[config.mk]
export PLATFORM = sky130hd
export DESIGN_NAME = sat_narrow_stream
export DESIGN_NICKNAME = d
export VERILOG_FILES = /design/src/rtl/sat_narrow_pkg.sv /design/src/rtl/sat_narrow_core.sv /design/src/rtl/sat_narrow_stream.sv
export SDC_FILE = /design/constraint.sdc
export NUM_CORES = 1
export LEC_CHECK = 0
export CORE_MARGIN = 2
export CORE_UTILIZATION = 35
export DETAILED_ROUTE_END_ITERATION = 7
export HOLD_SLACK_MARGIN = 0.15
export PLACE_DENSITY_LB_ADDON = 0.2
export SLEW_MARGIN = 10
export SYNTH_ARGS = -nofsm -noshare
export SYNTH_HDL_FRONTEND = slang
export SYNTH_SLANG_ARGS = --single-unit
[constraint.sdc]
create_clock -name CLK -period 2.6 [get_ports CLK]
set_clock_uncertainty 0.1 [all_clocks]
set_input_delay 0.78 -clock CLK [delete_from_list [all_inputs] [get_ports CLK]]
set_output_delay 0.78 -clock CLK [all_outputs]
set_load 0.02 [all_outputs]
[src/rtl/sat_narrow_pkg.sv]
// Shared widths, buffer state encoding and saturation bound for the narrowing paths.
package sat_narrow_pkg;
  localparam int IN_W_DEF  = 16;
  localparam int OUT_W_DEF = 8;
  localparam int CNT_W_DEF = 16;

  typedef enum logic [1:0] {
    EMPTY = 2'd0,
    ONE   = 2'd1,
    TWO   = 2'd2
  } buf_state_e;

  // Largest value representable in out_w unsigned bits.
  function automatic logic [63:0] maxo(input int out_w);
    return (64'd1 << out_w) - 64'd1;
  endfunction
endpackage

[src/rtl/sat_narrow_core.sv]
// Combinational unsigned narrowing with clamp-to-max and a saturation flag.
module sat_narrow_core
  import sat_narrow_pkg::*;
#(
  parameter int IN_W  = IN_W_DEF,
  parameter int OUT_W = OUT_W_DEF
) (
  input  logic [IN_W-1:0]  data,
  output logic [OUT_W-1:0] result,
  output logic             sat
);
  localparam logic [IN_W-1:0] MAXO = IN_W'(maxo(OUT_W));

  // Equality with MAXO fits exactly and is not saturation.
  always_comb begin
    sat    = (data > MAXO);
    result = sat ? MAXO[OUT_W-1:0] : data[OUT_W-1:0];
  end
endmodule

[src/rtl/sat_narrow_stream.sv]
// Streaming narrowing converter: 2-entry output buffer plus saturation-event counter.
module sat_narrow_stream
  import sat_narrow_pkg::*;
#(
  parameter int IN_W  = IN_W_DEF,
  parameter int OUT_W = OUT_W_DEF,
  parameter int CNT_W = CNT_W_DEF
) (
  input  logic             CLK,
  input  logic             RST_N,
  input  logic             CLR,
  input  logic             IN_VALID,
  output logic             IN_READY,
  input  logic [IN_W-1:0]  IN_DATA,
  output logic             OUT_VALID,
  input  logic             OUT_READY,
  output logic [OUT_W-1:0] OUT_DATA,
  output logic             OUT_SAT,
  output logic [CNT_W-1:0] SAT_COUNT
);
  localparam logic [CNT_W-1:0] CNT_MAX = '1;

  buf_state_e       state, state_nxt;
  logic [OUT_W-1:0] conv_data, tail_data;
  logic             conv_sat, tail_sat;
  logic             push, pop;
  logic             load_head_in, load_head_tail, load_tail;

  sat_narrow_core #(.IN_W(IN_W), .OUT_W(OUT_W)) u_core (
    .data   (IN_DATA),
    .result (conv_data),
    .sat    (conv_sat)
  );

  // Ready comes from registered state only, so no comb path from OUT_READY.
  assign IN_READY  = (state != TWO) & RST_N;
  assign OUT_VALID = (state != EMPTY);
  assign push      = IN_VALID & IN_READY;
  assign pop       = OUT_VALID & OUT_READY;

  always_ff @(posedge CLK or negedge RST_N) begin
    if (!RST_N) state <= EMPTY;
    else        state <= state_nxt;
  end

  always_comb begin
    state_nxt      = state;
    load_head_in   = 1'b0;
    load_head_tail = 1'b0;
    load_tail      = 1'b0;
    case (state)
      EMPTY: if (push) begin
        state_nxt    = ONE;
        load_head_in = 1'b1;
      end
      ONE: begin
        if (push && !pop) begin
          state_nxt = TWO;
          load_tail = 1'b1;
        end else if (pop && !push) begin
          state_nxt = EMPTY;
        end else if (push && pop) begin
          load_head_in = 1'b1;
        end
      end
      TWO: if (pop) begin
        state_nxt      = ONE;
        load_head_tail = 1'b1;
      end
      default: state_nxt = EMPTY;
    endcase
  end

  // Head registers drive OUT_* directly, so they hold while stalled.
  always_ff @(posedge CLK or negedge RST_N) begin
    if (!RST_N) begin
      OUT_DATA  <= '0;
      OUT_SAT   <= 1'b0;
      tail_data <= '0;
      tail_sat  <= 1'b0;
    end else begin
      if (load_head_in) begin
        OUT_DATA <= conv_data;
        OUT_SAT  <= conv_sat;
      end else if (load_head_tail) begin
        OUT_DATA <= tail_data;
        OUT_SAT  <= tail_sat;
      end
      if (load_tail) begin
        tail_data <= conv_data;
        tail_sat  <= conv_sat;
      end
    end
  end

  // CLR wins over the increment, but a same-cycle saturating push still counts.
  always_ff @(posedge CLK or negedge RST_N) begin
    if (!RST_N) begin
      SAT_COUNT <= '0;
    end else if (CLR) begin
      SAT_COUNT <= (push && conv_sat) ? CNT_W'(1) : '0;
    end else if (push && conv_sat && (SAT_COUNT != CNT_MAX)) begin
      SAT_COUNT <= SAT_COUNT + CNT_W'(1);
    end
  end
endmodule

* Word level (Yosys, flattened, before mapping)
Cells that the tools add are included.
Storage, ports and cells: flip-flop bits (word level) 36, latch bits 0, memory bits (writable) 0, bits in read-only memories 0, bits of input ports 21, output and inout port bits 27, word-level logic and storage cells 52, memories 0
Cells by class: add/sub/neg operators 1, $mul 0, div/mod/pow operators 0, $lt $le $gt $ge 1, equal/unequal tests 7, shift operators 0, mux-type cells 22, bitwise gates (word level) 3, reduce and logical (&&, ||, !) cells 12
Operators by type and width (count):
- $mux 16 | 2
- $mux 8 | 3
- $add 16x1->16 const B | 1
- $gt 16x8->1 const B | 1
- $ne 16x16->1 const B | 1
- $mux 1 | 11
- $mux 2 | 4
- $ne 2x2->1 const B | 3
- $pmux 2 s3 | 1
- $reduce_bool 2->1 | 3
- $logic_and 1x1->1 | 5
- $and 1x1->1 | 3
- $ne 3x3->1 const B | 1
- $reduce_and 3->1 | 1
- $eq 2x1->1 const B | 1
- $eq 2x2->1 const B | 1
- $logic_not 1->1 | 2
- $logic_not 2->1 | 1
- $pmux 1 s2 | 1

* Logic depth before layout (Yosys ltp)
Gate-level depths: netlist of the first run.
depth after elaboration 9, gate-level depth with buffers 9

* Modules after synthesis
From an unflattened synthesis of the first run, not the netlist that was laid out.
Second synthesis, totals: cell total of the unflattened synthesis 184, area total of the unflattened synthesis 1944.4 um^2
By module, submodules not included:
- sat_narrow_stream | instances 1, cells each 173, area an instance 1855.5 um^2, sequential area each 900.9 um^2
- sat_narrow_core | instances 1, cells each 11, area an instance 88.8 um^2, sequential area each 0.0 um^2

* Worst setup path after synthesis of the first run
Ideal clock, no wire load.
path kind input to register, from input IN_VALID, to register tail_data[6], data arrival time 1.959 ns, path slack 0.405 ns, stages on the path 9, cell sequence nand2_1 -> nor2_1 -> ha_1 -> nand2_1 -> or2_2 -> clkbuf_1 -> clkbuf_1 -> nand2_1 -> o21ai_0
Between the ends: longest elaborated chain between the ends 4
RTL lines:
- from (decl) | RTL line sat_narrow_stream.sv:12 | input logic IN_VALID,
- $and 1x1->1 | RTL line sat_narrow_stream.sv:38 | assign push = IN_VALID & IN_READY;
- $logic_and 1x1->1 | RTL line sat_narrow_stream.sv:57 | if (push && !pop) begin
- $mux 1 | RTL line sat_narrow_stream.sv:57
- $mux 1 | RTL line sat_narrow_stream.sv:51 | case (state)
- to (signal assigned) | RTL line sat_narrow_stream.sv:90 | tail_data <= conv_data;
- to (decl) | RTL line sat_narrow_stream.sv:24 | logic [OUT_W-1:0] conv_data, tail_data;
No other way between the ends. A chain may end at the register's enable or synchronous reset.

* Worst setup path in the final report of the first run
from register state[1], to output OUT_VALID
Between the ends: longest elaborated chain between the ends 1
RTL lines:
- from (decl) | RTL line sat_narrow_stream.sv:23 | buf_state_e state, state_nxt;
- from (signal assigned) | RTL line sat_narrow_stream.sv:43 | else state <= state_nxt;
- $reduce_bool 2->1 | RTL line sat_narrow_stream.sv:37 | assign OUT_VALID = (state != EMPTY);
- to (decl) | RTL line sat_narrow_stream.sv:15 | output logic OUT_VALID,
No other way between the ends.

==> summary.md, run 1 <==
The number of cell rows was 26; the layout overhead on the synthesized area was 38.61%. In this run switching power makes up 31.68% of total power. For the placed wire-length estimate after detailed placement, the log shows 3.064 mm.

The boundary pin count was 48; the register bit count reported by yosys was 36. The clock latency at the later pin of the worst-skew pair was 0.29 ns. The most common cell in the synthesized netlist is dfrtp_1. Data on the critical path arrives at its endpoint at 1.61 ns. Data on the critical path is required at its endpoint by 1.72 ns. After detailed routing, the average wire length per cell comes to 13.06 µm. Dividing the final minimum period by the clock period gives 95.79%.

Among all stages on the critical path, the largest delay is contributed by clkdlybuf4s50_1. In this run the worst path has a maximum fanout of 7. The total detailed-routing wirelength is 4.218 mm. On the worst path, the slowest cell contributes a delay of 0.54 ns.

After routing the design area is 2551 µm². For the overall routing resource usage, the log shows 15.34%. After synthesis, the largest family of logic cells by area is simple AND/OR/NAND/NOR gates.

Count of different cell masters after synthesis: 38. A synthesized cell averages 9.636 µm². The category of the worst setup path launch point was a register. The tools report the sequential power share as 47.3%. Of all cell types, the one taking the most synthesized area is dfrtp_1. The critical path goes through or2_2, clkdlybuf4s50_1. Aggregate global routing overflow: 0.

met2 is the most crowded layer. The synthesized netlist devotes 4.283% of its cell area to XOR and XNOR gates. The port buffer count is 47.

Measured against its own limit, the worst slew margin works out to 69.17%. Measured against the total synthesized area, the mux share comes to 6.050%. Max-cap violations in this run came to 0.

The clock input transition at the sequential cells of the worst setup and hold paths came out at 0.08 ns. Cell internal power was estimated by the tool at 0.001082 W. The layout has 506 filler cells. Among all flip-flop cells after synthesis, the most frequent one is dfrtp_1.

The number of antenna diodes in the final layout is 0. The core region is 5075 µm². For the number of buffers created by CTS, the log shows 5. After Yosys synthesis, and, or, nand and nor cells account for 25.36% of the synthesized area. The die covers 5855 µm².

The longest clock path from root to sink contains 2 buffers. TritonCTS built the clock tree. For this run, the number of Yosys warnings is 0. CTS built an H-tree with a depth of 2. The clock power share is 25.4%, and the total setup buffers inserted after CTS is 0. Ranked by total cell area, the synthesized netlist is headed by dfrtp_1 (49%), nor2_1 (6.1%), mux2_2 (5.5%), nand2_1 (4.5%), a21oi_1 (3.8%).

For the cell count after placement, the log shows 315. Counting every sink on the clock net gives 36. The total power per unit cell area was 620.9 nW/µm². The effective utilization at floorplan is 36.27%. The net total in the final layout came out at 276. The run gives 1.058 nW as the total leakage power. The number of antenna violations at the first check in global routing came out at 0. The number of hold-slack violations in the final timing report is 0. After synthesis, the most frequently instantiated cells are dfrtp_1 (36), nor2_1 (30), nand2_1 (22). For this run, global-route usage on met1 was measured as 21.09%. The logs give 0.7781 for the weighted congestion reported at the end of routability-driven placement and 23.27% for the met2 track utilization from global routing.

The maximum vdd drop came out at 0.0002852 V. In this run the horizontal extent of the chip is 76.52 µm. Post-route worst hold slack: 0.3815 ns. The critical path in this run is classified as register to output port. The utilization after layout was 50.27%. The tools report the number of global-route vias before repair as 1503. Of the synthesized area, sequential elements account for 48.95%. Counting every instance in the synthesized netlist gives 191. After layout, the design draws a total of 0.001584 W.

Using the TritonRoute via totals, the vias-per-cell ratio works out to 4.721. In the synthesized netlist the async set-or-reset flop fraction comes to 100.0%. The worst setup path is captured at an output port. The measured slew at the worst slew-check pin is 0.4624 ns. Of the post-synthesis cell area, the dominant cell type holds 48.95%.

The first global-routing pass estimated 7.148 mm of wire. Summing the areas of all compound-gate instances in the mapped netlist gives 10.74% of the synthesized area. In this run the remaining antenna-violating nets after routing total 0.

Combinational logic is responsible for 27.4% of the overall power. The overall die height was 76.52 µm. The mapped netlist covers 1841 µm². For this run, global-route usage on met3 was measured as 3.436%. The run gives 0 as the number of slew-limit violations in the final report. The worst path needs 2.490 ns of the cycle, external delays included. In this run, the number of DRC markers left after iteration 0 of detailed routing was 54. Setup repair after global routing left no endpoint under its margin. Yosys mapped a number of flops with a built-in enable equal to 0.

The post-synthesis adder-cell area fraction came out at 2.039%. Summing over every cut layer, the via total after detailed routing is 1525. Class of the tightest hold or removal check: register to register. Setup violations remaining at the end of the flow were counted as 0. For the detailed-routing iteration count for the pre-antenna-repair pass, the log shows 4.

The clock root buffer master was clkbuf_8. The number of design rule violations left after detail routing is 0. Entering global routing, the biggest net connects 37 pins. The cell area reported after detailed placement is 2462 µm², and the switching power total is 0.0005018 W. Derived from the worst setup path, the maximum achievable clock frequency is 401.5 MHz. The finished layout holds 323 standard cells, fillers aside. The flow ran to the end, and the final reports show no timing, DRC or antenna violations. Synthesized net count: 215. The post-route netlist has 17.79% of its cells at a drive strength greater than 1.
==> cell type report <==
| type | count | area (µm²) | share of cell area, % |
|---|---|---|---|
| inverters | 3 | 11.26 | 0.4414 |
| clock inverters | 3 | 18.77 | 0.7357 |
| well taps | 70 | 87.58 | 3.433 |
| repair buffers | 61 | 570.5 | 22.36 |
| clock buffers | 5 | 68.82 | 2.697 |
| multi-input cells | 145 | 892.1 | 34.97 |
| flip-flops and latches | 36 | 902.1 | 35.36 |
==> worst max-delay path: cells and delay by family, from the launching register on <==
kind | cells | cell delay (ns)
buf+inv | 1 | 0.54
flops | 1 | 0.45
simple gates | 1 | 0.33
==> state kept, by name, indices dropped and copies added, names as in the netlist <==
signal and cells:
SAT_COUNT 16, tail_sat 1, OUT_SAT 1, state 2
tail_data 8, OUT_DATA 8
==> cells in the final DEF (no fill, tap or decap), types with 2 or more instances in the layout <==
| cell type | Yosys | routed |
|---|---|---|
| xor2_1 | 7 | 7 |
| mux2_2 | 9 | 9 |
| dfrtp_1 | 36 | 35 |
| inv_1 | 3 | 3 |
| clkdlybuf4s50_1 | 0 | 46 |
| ha_1 | 3 | 3 |
| a21oi_1 | 14 | 14 |
| nand2_1 | 22 | 22 |
| and3_1 | 2 | 2 |
| or2_2 | 4 | 4 |
| and2_1 | 2 | 2 |
| nand3_1 | 8 | 8 |
| clkinv_2 | 0 | 2 |
| nand4_1 | 3 | 3 |
| or3_1 | 5 | 5 |
| nor2_1 | 30 | 30 |
| buf_4 | 0 | 14 |
| o21ai_0 | 14 | 14 |
| xnor2_1 | 2 | 2 |
| nor4_1 | 2 | 2 |
| clkbuf_8 | 0 | 5 |
| nand3b_1 | 2 | 2 |
==> path summary, 6_finish.rpt <==
check	start	endpoint	slack, ns	cells past startpoint
worst max-delay path	state[1]	OUT_VALID	0.11	2
worst min-delay path	tail_data[1]	tail_data[1]	0.38	2
worst max register to register	SAT_COUNT[0]	SAT_COUNT[2]	0.60	6
worst min register to register	tail_data[1]	tail_data[1]	0.38	2
max in group asynchronous	RST_N	state[0]	1.59	2
min in group asynchronous	RST_N	SAT_COUNT[10]	0.47	2
==> layer usage <==
metal | up-vias | wire [µm]
met4 | 0 | 76
li1 | 782 | -
met1 | 716 | 2060
met2 | 20 | 1965
met3 | 7 | 114
met5 | - | 0
==> metrics by stage <==
stage,setup WS (ns),TNS (ns)
floorplan,0.4053,0
global route,0.04174,0
finish,0.1096,0
detailed placement,-0.01686,-0.02369
global placement,0.003652,0
CTS,0.07019,0
==> power by group through the flow <==
stage               Clock (W)  Sequential, W  Combinational, W
floorplan                   0       0.000785          0.000201
global placement            0       0.000759          0.000431
detailed placement          0       0.000761          0.000438
CTS                  0.000413       0.000750          0.000440
global route         0.000438       0.000770          0.000489
finish               0.000402       0.000749          0.000434
==> cell families (layout without fill, tap and decap cells) <==
family	count (synthesis)	in the layout
AND/OR/NAND/NOR	89	89
flip-flops	36	36
AO/OA/AOI/OAI	34	34
multiplexers	10	10
buffers and inverters	10	72
XOR/XNOR	9	9
adder cells (fa/ha/maj)	3	3
==> timing repair <==
action / in CTS / in global routing
gates resized for setup: 0 / 1
endpoints found under the setup margin: 0 / 1
hold buffers: 0 / 0
No activity file was read; power rests on OpenSTA's default activity.
==> inputs of run 2 (changes only) <==
Settings changed: CTS_CLUSTER_SIZE set to 8, REMOVE_ABC_BUFFERS set to 1.
==> summary.md, run 2 (synthesis gave the netlist of run 1 again) <==
The fraction of final layout cells with drive strength greater than 1 was 18.11% (was 17.79%); the data arrival at the endpoint of the critical path was 1.63 ns (was 1.61 ns). The run gives 2470 µm² (was 2462 µm²) as the cell area reported after detailed placement. Worst setup slack for register-to-register paths: 0.66 ns (was 0.60 ns).

The flow ran to the end, and the final reports show no timing, DRC or antenna violations. The max-cap violation count is 0 (unchanged), and the number of buffers created by CTS is 5 (unchanged). The setup-violating endpoint count in the final report was 0 (unchanged). The run gives 37 (unchanged) as the pin count of the biggest net entering global routing. Class of the tightest hold or removal check: register to register (unchanged). The register with the most flip-flops is SAT_COUNT (unchanged).

The post-placement worst setup slack was -0.04895 ns (was -0.01686 ns). The tools report the placed wire-length estimate after detailed placement as 2.941 mm (was 3.064 mm). The most frequent standard cell in the layout excluding fill and tap cells was clkdlybuf4s50_1 (unchanged). The maximum fanout along the worst path came out at 2 (was 7). The measured slew at the worst slew-check pin works out to 0.4507 ns (was 0.4624 ns). The type of element capturing the critical path was an output port (unchanged). TritonCTS built the clock tree. The weighted congestion reported at the end of routability-driven placement was 0.7705 (was 0.7781); the total power per unit cell area was 663.5 nW/µm² (was 620.9 nW/µm²).

The port buffer count was 47 (unchanged); the routed length per instance was 12.07 µm (was 13.06 µm). Number of H-tree levels: 2 (unchanged). The run gives 5075 µm² (unchanged) as the core footprint.

The horizontal extent of the die was 76.52 µm (unchanged); the number of design rule violations left after detail routing was 0 (unchanged). For the total leakage power, the log shows 1.079 nW (was 1.058 nW). The utilization after layout is 51.18% (was 50.27%). The largest stage delay on the critical path came out at 0.60 ns (was 0.54 ns). The detailed-routing iteration count for the pre-antenna-repair pass was 4 (unchanged). Share of the cycle needed by the critical path after routing: 96.49% (was 95.79%). The post-route antenna net violation count is 0 (unchanged).

The net total in the final layout is 277 (was 276), and the number of hold-slack violations in the final timing report is 0 (unchanged). The number of cell rows was 26 (unchanged). The overall die height is 76.52 µm (unchanged), and the total inserted antenna cells is 0 (unchanged). The tools report the remaining max-slew budget at the tightest pin as 69.86% (was 69.17%). Largest registers: SAT_COUNT: 16 flops, OUT_DATA: 8 flops, tail_data: 8 flops (unchanged).

For the clock sink total, the log shows 36 (unchanged). For the number of antenna violations at the first check in global routing, the log shows 0 (unchanged). Critical-path cell with the highest stage delay: clkdlybuf4s50_1 (unchanged).

The type of the worst setup path was input port to output port (was register to output port). The global-route wire length before repair is 6.934 mm (was 7.148 mm), and the overall routing resource usage is 14.71% (was 15.34%). The logs give 23.63% (was 23.27%) for the met2 track utilization from global routing and 506 (unchanged) for the number of fillers in the final layout. The run gives 48 (unchanged) as the boundary pin count.

The post-layout worst setup margin is 0.09122 ns (was 0.1096 ns). The category of the worst setup path launch point was an input port (was a register). The post-route cell area came out at 2597 µm² (was 2551 µm²). The layout overhead on the synthesized area came out at 41.13% (was 38.61%). The clock input transition at the sequential cells of the worst setup and hold paths came out at 0.07 ns (was 0.08 ns).

The fmax was 398.6 MHz (was 401.5 MHz); the maximum vdd drop was 0.0003865 V (was 0.0002852 V). List of cells traversed by the critical path: buf_2, and2_1, clkdlybuf4s50_1 (was or2_2, clkdlybuf4s50_1). The required arrival time at the worst endpoint is 1.72 ns (about the same). Setup repair after global routing left no endpoint under its margin. The effective utilization at floorplan is 36.27% (unchanged). The total detailed-routing wirelength is 3.910 mm (was 4.218 mm), and the number of global-route vias before repair is 1508 (was 1503).

The run gives 0 (unchanged) as the aggregate global routing overflow. The clock latency at the later pin of the worst-skew pair was 0.29 ns (about the same); the average via count per standard cell was 4.756 (was 4.721). The largest buffer count on any clock path was 2 (unchanged). The number of slew-limit violations in the final report is 0 (unchanged). The met3 global-route usage is 4.147% (was 3.436%), and the met1 capacity usage during global routing is 18.90% (was 21.09%). The busiest layer in global routing was met2 (unchanged). Leading cell types in the layout, fill and taps excluded: clkdlybuf4s50_1 (46), dfrtp_1 (35), nor2_1 (30), nand2_1 (22), buf_4 (15) (was clkdlybuf4s50_1 (46), dfrtp_1 (35), nor2_1 (30), nand2_1 (22)).

The post-route minimum period is 2.509 ns (was 2.490 ns). The clock root buffer master is clkbuf_8 (unchanged). The flip-flop count of the largest register, all copies and words added was 16 (unchanged); the number of vias in the routed layout was 1541 (was 1525). The logs give 5855 µm² (unchanged) for the die outline area and 66 (was 54) for the detailed router's first-iteration violation count.
==> run 2: cell types whose count changed in the layout (fill, tap and decap cells not counted) <==
cell       previous run  this run
bufinv_16             0         1
clkbuf_8              5         7
buf_4                14        15
clkinv_2              2         0
clkinv_4              1         0
==> run 2: power by group <==
group,internal [W],switching [W],total [W]
logic,0.000223,0.000210,0.000433
clock network,0.000338,0.000201,0.000540
registers,0.000674,0.0000768,0.000751
==> run 2: worst max-delay path, delay by kind of cell <==
family	cells	cell delay [ns]
buffers and inverters	2	0.72
and+or+nand+nor	1	0.13
==> run 2: path summary, 6_finish.rpt <==
path / from / end / cells past startpoint
setup / recovery: RST_N / IN_READY / 3
hold / removal: tail_data[4] / tail_data[4] / 2
setup reg to reg: SAT_COUNT[0] / SAT_COUNT[3] / 6
hold reg to reg: tail_data[4] / tail_data[4] / 2
max in group asynchronous: RST_N / state[0] / 3
min in group asynchronous: RST_N / state[0] / 3
==> run 2: cell type report <==
class	count	area [µm²]	share of cell area [%]
inverters	3	11.26	0.4335
repair buffers	62	578.1	22.25
clock buffers	7	96.34	3.709
flip-flops and latches	36	902.1	34.73
well taps	70	87.58	3.372
multi-input cells	145	892.1	34.34
clock inverters	1	30.03	1.156
==> run 2: per-stage QoR <==
stage / hold WS (ns) / std cells / power, W / setup TNS, ns
3_3_place_gp: 0.3611 / 316 / 0.001190 / -0.02870
3_5_place_dp: 0.3707 / 316 / 0.001197 / -0.1624
4_1_cts: 0.3875 / 324 / 0.001742 / 0
2_1_floorplan: 0.3460 / 184 / 0.0009771 / 0
5_1_grt: 0.4139 / 324 / 0.001821 / 0
6_report: 0.3827 / 324 / 0.001723 / 0
==> run 2: what timing repair did <==
action	in CTS	in global routing
setup endpoints to repair	0	1
setup buffers	0	0
hold buffers	0	0
resized for setup	0	1
==> run 2: metal layers <==
layer / share of wire (%) / up-vias
met5: 0 / -
met4: 1.6 / 0
met1: 46 / 710
met3: 5.4 / 8
met2: 47 / 40
li1: - / 783
==> inputs of run 3 (changes only) <==
Settings changed: PLACE_DENSITY_LB_ADDON 0.2 to 0.12, SLEW_MARGIN 10 to not set.
==> summary.md, run 3 (synthesis gave the netlist of run 1 again) <==
The run finished with clean final reports. The remaining max-slew budget at the tightest pin was 68.96% (was 69.86%). The type of the worst setup path was register to output port (was input port to output port). The class of the tightest hold or removal check was register to register (unchanged). The tools report the number of fillers in the final layout as 503 (was 506). The share of the cycle needed by the critical path after routing is 96.61% (was 96.49%). The logs give 0 (unchanged) for the setup-violating endpoint count in the final report and 5075 µm² (unchanged) for the core footprint. The post-route minimum period is 2.512 ns (was 2.509 ns), and the fmax is 398.1 MHz (was 398.6 MHz). The boundary pin count is 48 (unchanged), and the average via count per standard cell is 4.797 (was 4.756). The tools report the effective utilization at floorplan as 36.27% (unchanged). The category of the worst setup path launch point was a register (was an input port). For the detailed router's first-iteration violation count, the log shows 74 (was 66).

Utilization after layout: 50.86% (was 51.18%). The maximum fanout along the worst path came out at 7 (was 2). The logs give 0.28 ns (was 0.29 ns) for the clock latency at the later pin of the worst-skew pair and 0.61 ns (was 0.66 ns) for the worst setup slack for register-to-register paths. The end of the worst register-to-register path was SAT_COUNT[7] (was SAT_COUNT[3]). The required arrival time at the worst endpoint is 1.72 ns (about the same), and the max-cap violation count is 0 (unchanged).

The tools report the placed wire-length estimate after detailed placement as 2.991 mm (was 2.941 mm). The most frequent standard cell in the layout excluding fill and tap cells was clkdlybuf4s50_1 (unchanged). The run gives 0 (unchanged) as the post-route antenna net violation count. The routed length per instance is 12.65 µm (was 12.07 µm), and the number of slew-limit violations in the final report is 0 (unchanged). For the clock sink total, the log shows 36 (unchanged). The destination of the worst hold path is tail_data[5] (was tail_data[4]). The port buffer count came out at 47 (unchanged). The logs give 15.66% (was 14.71%) for the overall routing resource usage and 5855 µm² (unchanged) for the die outline area. The tools report the multi-input combinational cell area as 892.1 µm² (unchanged). For the number of H-tree levels, the log shows 2 (unchanged). Total leakage power: 1.067 nW (was 1.079 nW). The measured slew at the worst slew-check pin came out at 0.4656 ns (was 0.4507 ns).

The net total in the final layout is 278 (was 277). The kind of cell adding the most delay to the critical path was buffers and inverters (unchanged). The clock input transition at the sequential cells of the worst setup and hold paths works out to 0.07 ns (about the same). The largest stage delay on the critical path works out to 0.54 ns (was 0.60 ns). Number of stages on the worst hold path: 2 (unchanged). The register with the most flip-flops was SAT_COUNT (unchanged).

The largest buffer count on any clock path is 2 (unchanged). For the maximum vdd drop, the log shows 0.0003933 V (was 0.0003865 V). The total setup buffers inserted after CTS is 0 (unchanged), and the number of buffers created by CTS is 5 (unchanged). Largest registers: SAT_COUNT: 16 flops, OUT_DATA: 8 flops, tail_data: 8 flops (unchanged).

The depth of the worst register-to-register path was 6 (unchanged). The number of design rule violations left after detail routing was 0 (unchanged); the count of buffering cells on the critical path with inverters included was 1 (was 2). The layout overhead on the synthesized area came out at 40.24% (was 41.13%).

The launch instance of the worst min-delay path is tail_data[5] (was tail_data[4]). Weighted congestion reported at the end of routability-driven placement: 0.7983 (was 0.7705). The flip-flop count of the largest register, all copies and words added is 16 (unchanged). The type of element capturing the critical path was an output port (unchanged). TritonCTS built the clock tree.

For the data arrival at the endpoint of the critical path, the log shows 1.63 ns (about the same). The number of vias in the routed layout is 1559 (was 1541). The detailed-routing iteration count for the pre-antenna-repair pass was 4 (unchanged); the global-route wire length before repair was 7.362 mm (was 6.934 mm). The run gives 902.1 µm² (unchanged) as the register area.

The number of antenna violations at the first check in global routing was 0 (unchanged); the pin count of the biggest net entering global routing was 37 (unchanged). List of cells traversed by the critical path: or2_2, clkdlybuf4s50_1 (was buf_2, and2_1, clkdlybuf4s50_1). The overall die height is 76.52 µm (unchanged).

The horizontal extent of the die was 76.52 µm (unchanged). Setup repair after global routing left no endpoint under its margin. Leading cell types in the layout, fill and taps excluded: clkdlybuf4s50_1 (46), dfrtp_1 (35), nor2_1 (30), nand2_1 (22), buf_4 (15) (unchanged). The overall power was 0.001601 W (was 0.001723 W).

The number of hold-slack violations in the final timing report was 0 (unchanged); the total detailed-routing wirelength was 4.111 mm (was 3.910 mm). The fraction of final layout cells with drive strength greater than 1 was 17.65% (was 18.11%). The total power per unit cell area came out at 620.4 nW/µm² (was 663.5 nW/µm²). Critical-path cell with the highest stage delay: clkdlybuf4s50_1 (unchanged).

The aggregate global routing overflow is 0 (unchanged), and the number of global-route vias before repair is 1576 (was 1508). The number of cell rows came out at 26 (unchanged). Clock root buffer master: clkbuf_8 (unchanged). The tools report the total inserted antenna cells as 0 (unchanged).

The reg-to-reg startpoint was SAT_COUNT[0] (unchanged).
-- run 3: cell count changes in the layout (fill, tap and decap cells not counted) --
cell	previous run	this run
clkbuf_8	7	6
clkbuf_1	0	2
buf_12	0	1
bufinv_16	1	0
-- run 3: how the worst max path moves through the flow --
stage	to	start	depth (start not counted)
after global routing	IN_READY	state[1]	3
after CTS	IN_READY	state[0]	3
after detailed placement	SAT_COUNT[12]	IN_DATA[13]	7
after global placement	SAT_COUNT[12]	IN_DATA[13]	7
final	OUT_VALID	state[1]	2
after floorplan	SAT_COUNT[12]	IN_DATA[15]	5
-- run 3: report_power, final --
part / total (W) / switching [W] / internal [W]
Clock: 0.000409 / 0.000193 / 0.000216
Sequential: 0.000747 / 0.0000726 / 0.000674
Combinational: 0.000445 / 0.000213 / 0.000232
-- run 3: per-stage QoR --
| stage | setup TNS [ns] | hold slack [ns] | worst slack (ns) | cell area (µm²) | cells |
|---|---|---|---|---|---|
| 3_3_place_gp | -0.02104 | 0.3618 | -0.01363 | 2490 | 317 |
| 6_report | 0 | 0.3794 | 0.08817 | 2581 | 325 |
| 4_1_cts | 0 | 0.3855 | 0.07718 | 2580 | 325 |
| 3_5_place_dp | -0.09092 | 0.3696 | -0.03714 | 2490 | 317 |
| 5_1_grt | 0 | 0.4000 | 0.02002 | 2581 | 325 |
| 2_1_floorplan | 0 | 0.3460 | 0.4219 | 1804 | 184 |
-- run 3: worst min-delay path: stages (launching register included) --
cell and delay, ns:
dfrtp_1 0.34, nand2_1 0.04, o21ai_0 0.06
-- run 3: timing repair --
item,CTS,global route
endpoints found under the setup margin,0,1
hold buffers,0,0
resized for setup,0,1
-- run 3: area by class of cell --
cell class	instances	share of cell area, %
clock buffer	8	3.490
inverter	3	0.4363
multi-input combinational	145	34.56
sequential	36	34.95
tap	70	3.393
timing repair buffer	63	23.17
-- run 3: routing by layer --
metal | up-vias | wire length, µm | track usage (%)
met5 | - | 0 | 0
met4 | 0 | 54 | 5.455
met3 | 5 | 163 | 3.436
met2 | 35 | 1977 | 27.17
met1 | 733 | 1915 | 19.16
li1 | 786 | - | -
